===== src/rtl/dbg_mem_pkg.sv =====
// Shared types and constants for the debug-to-memory responder.
// Used by dbg_mem_responder and dbg_mem_addr_chk.
package dbg_mem_pkg;

  typedef enum logic [2:0] {
    IDLE,
    WR,
    RD_ISSUE,
    RD_WAIT,
    RESP
  } state_t;

  localparam logic [1:0] ADDR_ALIGN_MASK = 2'b11;

  // Reject reasons, kept for internal debug visibility only
  localparam logic [1:0] ERR_NONE    = 2'd0;
  localparam logic [1:0] ERR_ALIGN   = 2'd1;
  localparam logic [1:0] ERR_RANGE   = 2'd2;
  localparam logic [1:0] ERR_RUNNING = 2'd3;

endpackage


===== src/rtl/dbg_mem_addr_chk.sv =====
// Combinational legality check for a debug access: word alignment,
// memory range, and reads only while the core is halted.
module dbg_mem_addr_chk
  import dbg_mem_pkg::*;
#(
  parameter int AW      = 32,
  parameter int MEM_NUM = 4096
) (
  input  logic [AW-1:0] i_addr,
  input  logic          i_we,
  input  logic          i_halt,
  output logic          o_err
);

  logic [1:0] w_reason;

  always_comb begin
    w_reason = ERR_NONE;
    if ((i_addr[1:0] & ADDR_ALIGN_MASK) != 2'b00)
      w_reason = ERR_ALIGN;
    else if (i_addr[AW-1:2] >= (AW-2)'(MEM_NUM))
      w_reason = ERR_RANGE;
    else if (!i_we && !i_halt)
      w_reason = ERR_RUNNING;
  end

  assign o_err = (w_reason != ERR_NONE);

endmodule


===== src/rtl/dbg_mem_responder.sv =====
// Debug-side responder for the instruction memory: handshaked read/write
// with error response. Optional auto-increment via DBG_MEM_AUTOINC_EN.
module dbg_mem_responder
  import dbg_mem_pkg::*;
#(
  parameter int DW      = 32,
  parameter int AW      = 32,
  parameter int MEM_NUM = 4096
) (
  input  logic          clk,
  input  logic          rstn,
  input  logic          halt,
  input  logic          req_valid,
  output logic          req_ready,
  input  logic          req_we,
  input  logic [AW-1:0] req_addr,
  input  logic [DW-1:0] req_wdata,
`ifdef DBG_MEM_AUTOINC_EN
  input  logic          req_seq,
`endif
  output logic          resp_valid,
  input  logic          resp_ready,
  output logic [DW-1:0] resp_rdata,
  output logic          resp_err,
  input  logic [AW-1:0] core_addr,
  output logic          mem_wen,
  output logic [AW-1:0] mem_waddr,
  output logic [DW-1:0] mem_wdata,
  output logic [AW-1:0] mem_raddr,
  input  logic [DW-1:0] mem_rdata
);

  state_t        r_state;
  logic [AW-1:0] r_addr;
  logic [DW-1:0] r_wdata;
  logic          r_mem_wen;
  logic          r_req_ready;
  logic          r_resp_valid;
  logic [DW-1:0] r_resp_rdata;
  logic          r_resp_err;
  logic [AW-1:0] w_addr;
  logic          w_err;

`ifdef DBG_MEM_AUTOINC_EN
  logic [AW-1:0] r_next_addr;

  // Only completed accesses advance the sequential pointer; errors leave it
  always_ff @(posedge clk) begin
    if (!rstn)
      r_next_addr <= '0;
    else if (r_state == WR || r_state == RD_WAIT)
      r_next_addr <= r_addr + AW'(4);
  end

  assign w_addr = req_seq ? r_next_addr : req_addr;
`else
  assign w_addr = req_addr;
`endif

  dbg_mem_addr_chk #(
    .AW      (AW),
    .MEM_NUM (MEM_NUM)
  ) u_addr_chk (
    .i_addr (w_addr),
    .i_we   (req_we),
    .i_halt (halt),
    .o_err  (w_err)
  );

  always_ff @(posedge clk) begin
    if (!rstn) begin
      r_state      <= IDLE;
      r_addr       <= '0;
      r_wdata      <= '0;
      r_mem_wen    <= 1'b0;
      r_req_ready  <= 1'b1;
      r_resp_valid <= 1'b0;
      r_resp_rdata <= '0;
      r_resp_err   <= 1'b0;
    end else begin
      case (r_state)
        IDLE: begin
          if (req_valid && r_req_ready) begin
            r_addr       <= w_addr;
            r_wdata      <= req_wdata;
            r_resp_rdata <= '0;
            r_resp_err   <= w_err;
            r_req_ready  <= 1'b0;
            if (w_err) begin
              r_resp_valid <= 1'b1;
              r_state      <= RESP;
            end else if (req_we) begin
              r_mem_wen <= 1'b1;
              r_state   <= WR;
            end else begin
              r_state <= RD_ISSUE;
            end
          end
        end
        WR: begin
          r_mem_wen    <= 1'b0;
          r_resp_valid <= 1'b1;
          r_state      <= RESP;
        end
        RD_ISSUE: r_state <= RD_WAIT;
        // Halt is deliberately ignored here: a started read always completes
        RD_WAIT: begin
          r_resp_rdata <= mem_rdata;
          r_resp_valid <= 1'b1;
          r_state      <= RESP;
        end
        RESP: begin
          if (resp_ready) begin
            r_resp_valid <= 1'b0;
            r_req_ready  <= 1'b1;
            r_state      <= IDLE;
          end
        end
        default: begin
          r_mem_wen    <= 1'b0;
          r_resp_valid <= 1'b0;
          r_req_ready  <= 1'b1;
          r_state      <= IDLE;
        end
      endcase
    end
  end

  assign req_ready  = r_req_ready;
  assign resp_valid = r_resp_valid;
  assign resp_rdata = r_resp_rdata;
  assign resp_err   = r_resp_err;
  assign mem_wen    = r_mem_wen;
  assign mem_waddr  = r_addr;
  assign mem_wdata  = r_wdata;
  assign mem_raddr  = (r_state == RD_ISSUE) ? r_addr : core_addr;

endmodule


===== config.mk =====
export PLATFORM = sky130hd
export DESIGN_NAME = dbg_mem_responder
export DESIGN_NICKNAME = d
export VERILOG_FILES = /design/src/rtl/dbg_mem_pkg.sv /design/src/rtl/dbg_mem_addr_chk.sv /design/src/rtl/dbg_mem_responder.sv
export SDC_FILE = /design/constraint.sdc
export NUM_CORES = 1
export LEC_CHECK = 0
export ABC_AREA = 1
export CORE_AREA = 2 2 104 106
export DETAILED_ROUTE_END_ITERATION = 8
export DIE_AREA = 0 0 106 108
export DONT_BUFFER_PORTS = 1
export PLACE_DENSITY_LB_ADDON = 0.08
export SLEW_MARGIN = 20
export SYNTH_ARGS = -nofsm -noshare
export SYNTH_HDL_FRONTEND = slang
export SYNTH_SLANG_ARGS = --single-unit

===== constraint.sdc =====
create_clock -name clk -period 1.5 [get_ports clk]
set_clock_uncertainty 0.05 [all_clocks]
set_input_delay 0 -clock clk [delete_from_list [all_inputs] [get_ports clk]]
set_output_delay 0 -clock clk [all_outputs]
set_load 0.01 [all_outputs]

**Word-level counts from Yosys, hierarchy flattened**

Index checks and enable logic that the tools add are counted.

- Reductions and logical operators: 17
- Bitwise gates (word level): 3
- Eq/ne operators: 9
- Shift operators: 0
- Add/sub/neg operators: 0
- Multiplexer cells: 22
- Divide/modulo/power cells: 0
- Multiply operators: 0
- Magnitude comparators: 1

Operator list:

| cell | number |
|---|---|
| $mux W32 | 2 |
| $pmux W32 S2 | 1 |
| $ge A30 B13 Y1 const B | 1 |
| $pmux W3 S4 | 1 |
| $ne A2 B2 Y1 const B | 5 |
| $mux W3 | 3 |
| $mux W1 | 8 |
| $mux W2 | 4 |
| $reduce_and A4 Y1 | 2 |
| $eq A3 B2 Y1 const B | 2 |
| $reduce_and A2 Y1 | 3 |
| $reduce_bool A2 Y1 | 3 |
| $reduce_or A3 Y1 | 2 |
| $pmux W1 S4 | 1 |
| $eq A3 B1 Y1 const B | 1 |
| $eq A3 B3 Y1 const B | 1 |
| $logic_not A3 Y1 | 1 |
| $not A1 Y1 | 3 |
| $pmux W1 S3 | 1 |
| $reduce_and A3 Y1 | 1 |
| $logic_and A1 B1 Y1 | 2 |
| $logic_not A1 Y1 | 2 |
| $pmux W1 S2 | 1 |
| $reduce_or A2 Y1 | 1 |

- Bits in latches: 0
- Output and inout bits: 132
- Memories: 0
- Register bits after elaboration: 103
- Bits in writable memories: 0
- Bits of input ports: 134
- Bits in read-only memories: 0

**Longest topological paths before layout**

- Word-level depth: 9
- Mapped depth: 9
- Depth with buffers taken out: 9

**By module**

A second synthesis with hierarchy kept.

- Cell total of the unflattened synthesis: 568
- Area, all modules: 4219.0 um2

Modules (own cells, without submodules):

| module | instances | seq. area each (um2) | cells each | area an instance (um2) |
|---|---|---|---|---|
| dbg_mem_responder | 1 | 2062.0 | 548 | 4142.7 |
| dbg_mem_addr_chk | 1 | 0.0 | 20 | 76.3 |

**Least setup slack after synthesis**

OpenSTA, ideal clock, no wires.

- Kind: reg-to-reg
- Start point: register r_state[0]
- End point: register r_wdata[10] (netlist: mem_wdata[10])
- Slack: 154 ps
- Required time: 1318 ps
- Data arrival time: 1164 ps
- Cell stages (with the launch flop): 10
- Path through: dfxtp_1 buf_6 nor2_4 inv_2 nor2_4 nand2_2 buf_6 buf_2 nand2_1 a21oi_1

- Longest elaborated chain between the ends: 2

Ends and longest elaborated chain:

| element | line | text |
|---|---|---|
| start, declared | dbg_mem_responder.sv:33 | `state_t r_state;` |
| start signal, assigned | dbg_mem_responder.sv:72 | `r_state <= IDLE;` |
| start signal, assigned | dbg_mem_responder.sv:91 | `r_state <= RESP;` |
| start signal, assigned | dbg_mem_responder.sv:94 | `r_state <= WR;` |
| $logic_not A3 Y1 | dbg_mem_responder.sv:81 | `case (r_state)` |
| $reduce_and A2 Y1 (no line) | - |  |
| end signal, assigned | dbg_mem_responder.sv:85 | `r_wdata <= req_wdata;` |
| end, declared | dbg_mem_responder.sv:35 | `logic [DW-1:0] r_wdata;` |

Every way passes these cells.
A chain may end at the register's enable or synchronous reset.

**Final worst setup path**

- Start point: register r_state[1]
- End point: output port mem_raddr[12]

- Longest elaborated chain between the ends: 2

Ends and longest elaborated chain:

| element | line | text |
|---|---|---|
| $eq A3 B2 Y1 | dbg_mem_responder.sv:136 | `assign mem_raddr = (r_state == RD_ISSUE) ? r_addr : core_addr;` |
| $mux W32 | dbg_mem_responder.sv:136 |  |
| end, declared | dbg_mem_responder.sv:29 | `output logic [AW-1:0] mem_raddr,` |

Every way passes these cells.

==> flow_metrics.tcl <==
set metrics [dict create \
    status "finished with violations" \
    violations "negative setup slack" \
    drv_cap 0 \
    grt.overflow.total 0 \
    pin_count 266 \
    finalWirelength_um 14400 \
    period_minus_slack_ns 1.52 \
    final_common_cell "nand2_1" \
    rows 37 \
    ys_seq_area_frac 0.485 \
    setup_viol 13 \
    synth_cell_types 16 \
    syn2layout_area_growth_pct 45.6 \
    final_cell_mix "111 x nand2_1, 100 x dlygate4sd3_1, 100 x dfxtp_1, 90 x a21oi_1, 69 x nand3_1" \
    coreArea_sq_mm 0.0102 \
    worstHoldStart "req_addr[29]" \
    avgViaCountPerCell 5.28 \
    netlist_area_sq_mm 0.00425 \
    worst-path-buf-inv 3 \
    cpPeakStageDelay_ns 0.34 \
    cts_made_buffers 9 \
    drc 0 \
    r2r_setup_slack_ns -0.01 \
    syn-num-nets 705 \
    drt_iter0_markers 312 \
    wl_per_cell_um 17.1 \
    tightest_slew_ns 0.332 \
    worst_setup_path_end_kind "output port" \
    antenna_found_initial 0 \
    antennaDiodeCount 0 \
    synth_ff_type "dfxtp_1" \
    ctsHtreeMaxLevel 3 \
    cts_tree "yes" \
    leakage_nw 2.42 \
    die_x_um 106 \
    worst_slack_ns -0.0248 \
    worst_r2r_startpoint "r_state[1]" \
    min_path_cells 6 \
    cts.path.max_buffers 2 \
    peakVddDrop_mv 0.545 \
    synth_seq_cells 103 \
    first_pass_iters 4 \
    path_max_fanout 17 \
    max_freq_ghz 0.656 \
    critical_path.slowest_cell "dfxtp_2" \
    slew_headroom 0.779 \
    path_class "reg -> out" \
    pwr_density_cell_mw_per_mm2 990 \
    rsz0062_at_grt "true" \
    dpl_worst_slack_ns 0.0620 \
    fillCellCount 893 \
    synth.avg_cell_area_sq_um 7.45 \
    hold_violations 0 \
    dieArea_sq_mm 0.0114 \
    gp_congestion 0.737 \
    whs_ns 0.0103 \
    required_ns 1.45 \
    slew_viol_final 0 \
    crit_arrival_ns 1.47 \
    worstHoldPathType "in -> reg" \
    min_to "resp_err" \
    nets 836 \
    cp.depth 7 \
    worstRegToRegCells 9 \
    postSynthCellCount 571 \
    worstSkewPairLatency_ns 0.35 \
    ant_nets 0 \
    track_usage 0.225 \
    synth_edf_count 0 \
    startpoint_type "register" \
    period_share 1.02 \
    grt_max_degree 68 \
    cts-root-buf "clkbuf_8" \
    cts.sinks 103 \
    grt_pass1_wl_um 20700 \
    regToRegEndpoint "mem_wdata[23]" \
    vias 4445 \
    portBuffers 0 \
    ys_warn_count 0 \
    drive_gt1_frac 0.173 \
    path_cells "inv_1, nor2_4, nand2_4, clkbuf_16, nand2_1, o21ai_0, buf_4" \
    async_flop_share 0 \
    path_delay_family "buffers and inverters" \
    die_h_um 108 \
    grt_pass1_vias 4223 \
    cts.clk_slew.worst_paths_ns 0.10 \
    dp.final_hpwl_um 8840 \
    initial_core_util 0.416 \
]
final cells by class:
type                       instances  area, sq um  area share
clock buffer                      11          141      0.0228
clock inverter                     4         22.5     0.00364
inverter                          45          181      0.0293
multi-input combinational        379         1890       0.306
sequential                       103         2070       0.334
tap                              136          170      0.0275
timing repair buffer             164         1710       0.277
synth_stat cells (2+ instances only):
| master | instances | area (sq um) |
|---|---|---|
| o21ai_1 | 26 | 130 |
| buf_6 | 9 | 101 |
| buf_4 | 6 | 45.0 |
| nand4_1 | 3 | 18.8 |
| nand3_1 | 69 | 345 |
| inv_1 | 43 | 161 |
| nor2_1 | 19 | 71.3 |
| o21ai_0 | 41 | 205 |
| inv_2 | 2 | 7.51 |
| a21oi_1 | 101 | 505 |
| clkbuf_1 | 19 | 71.3 |
| nand2_1 | 115 | 432 |
| dfxtp_1 | 103 | 2060 |
| nor2_4 | 3 | 33.8 |
| buf_2 | 11 | 55.1 |
power breakdown:
group	switching [mW]	leakage, nW	internal, mW
combinational	0.707	1.49	0.662
clock	0.906	0.0850	0.634
sequential	0.268	0.844	2.95
worst register-to-register path: stages, from the launching register on:
cell and delay, ns:
dfxtp_2 0.33, buf_4 0.14, nor2_4 0.09, inv_2 0.06
nor2_4 0.14, nand2_8 0.16, clkinv_8 0.11, buf_12 0.14
nand2_1 0.07, a21oi_2 0.15
timing repair:
item                       4_1_cts  5_1_grt
hold endpoints to repair       103        0
hold buffers                   101        0
setup buffers                    5        4
pin swaps                        2        5
setup endpoints to repair       32       77
resized for setup               19       59
gates cloned                     1        7
how the worst max path moves through the flow:
| stage | start | to | slack [ns] |
|---|---|---|---|
| 2_1_floorplan | r_state[0] | mem_wdata[10] | 0.15 |
| 3_3_place_gp | r_state[0] | mem_waddr[27] | 0.13 |
| 3_5_place_dp | r_state[2] | resp_rdata[22] | 0.06 |
| 4_1_cts | r_state[1] | mem_raddr[14] | -0.04 |
| 5_1_grt | r_state[1] | mem_waddr[19] | -0.10 |
| 6_report | r_state[1] | mem_raddr[12] | -0.02 |
through the flow:
stage	power, mW	TNS [ns]	cells	cell area [sq um]	util
after floorplan	3.90	0	571	4250	-
after global placement	4.13	0	709	4600	0.449
after detailed placement	4.15	0	709	4600	0.449
after CTS	5.92	-0.676	831	5840	0.571
after global routing	6.45	-3.57	842	6190	0.605
final	6.13	-0.142	842	6190	0.605
sequential cells by signal, indices dropped and copies added (netlist names):
| signal | count |
|---|---|
| resp_rdata | 32 |
| resp_err | 1 |
| mem_waddr | 32 |
| mem_wdata | 32 |
| resp_valid | 1 |
| req_ready | 1 |
| mem_wen | 1 |
| r_state | 3 |
layer usage:
layer	up-vias	track usage	wire [um]
met4	0	0.0977	323
li1	2152	-	-
met2	201	0.411	7400
met1	2068	0.251	5570
met5	-	0	0
met3	24	0.0518	1080
cell families after synthesis:
group,share of synthesized area
and+or+nand+nor,0.213
AOI/OAI and AO/OA,0.198
DFF,0.485
buffers and inverters,0.104
Power figures use the tool's default switching activity.
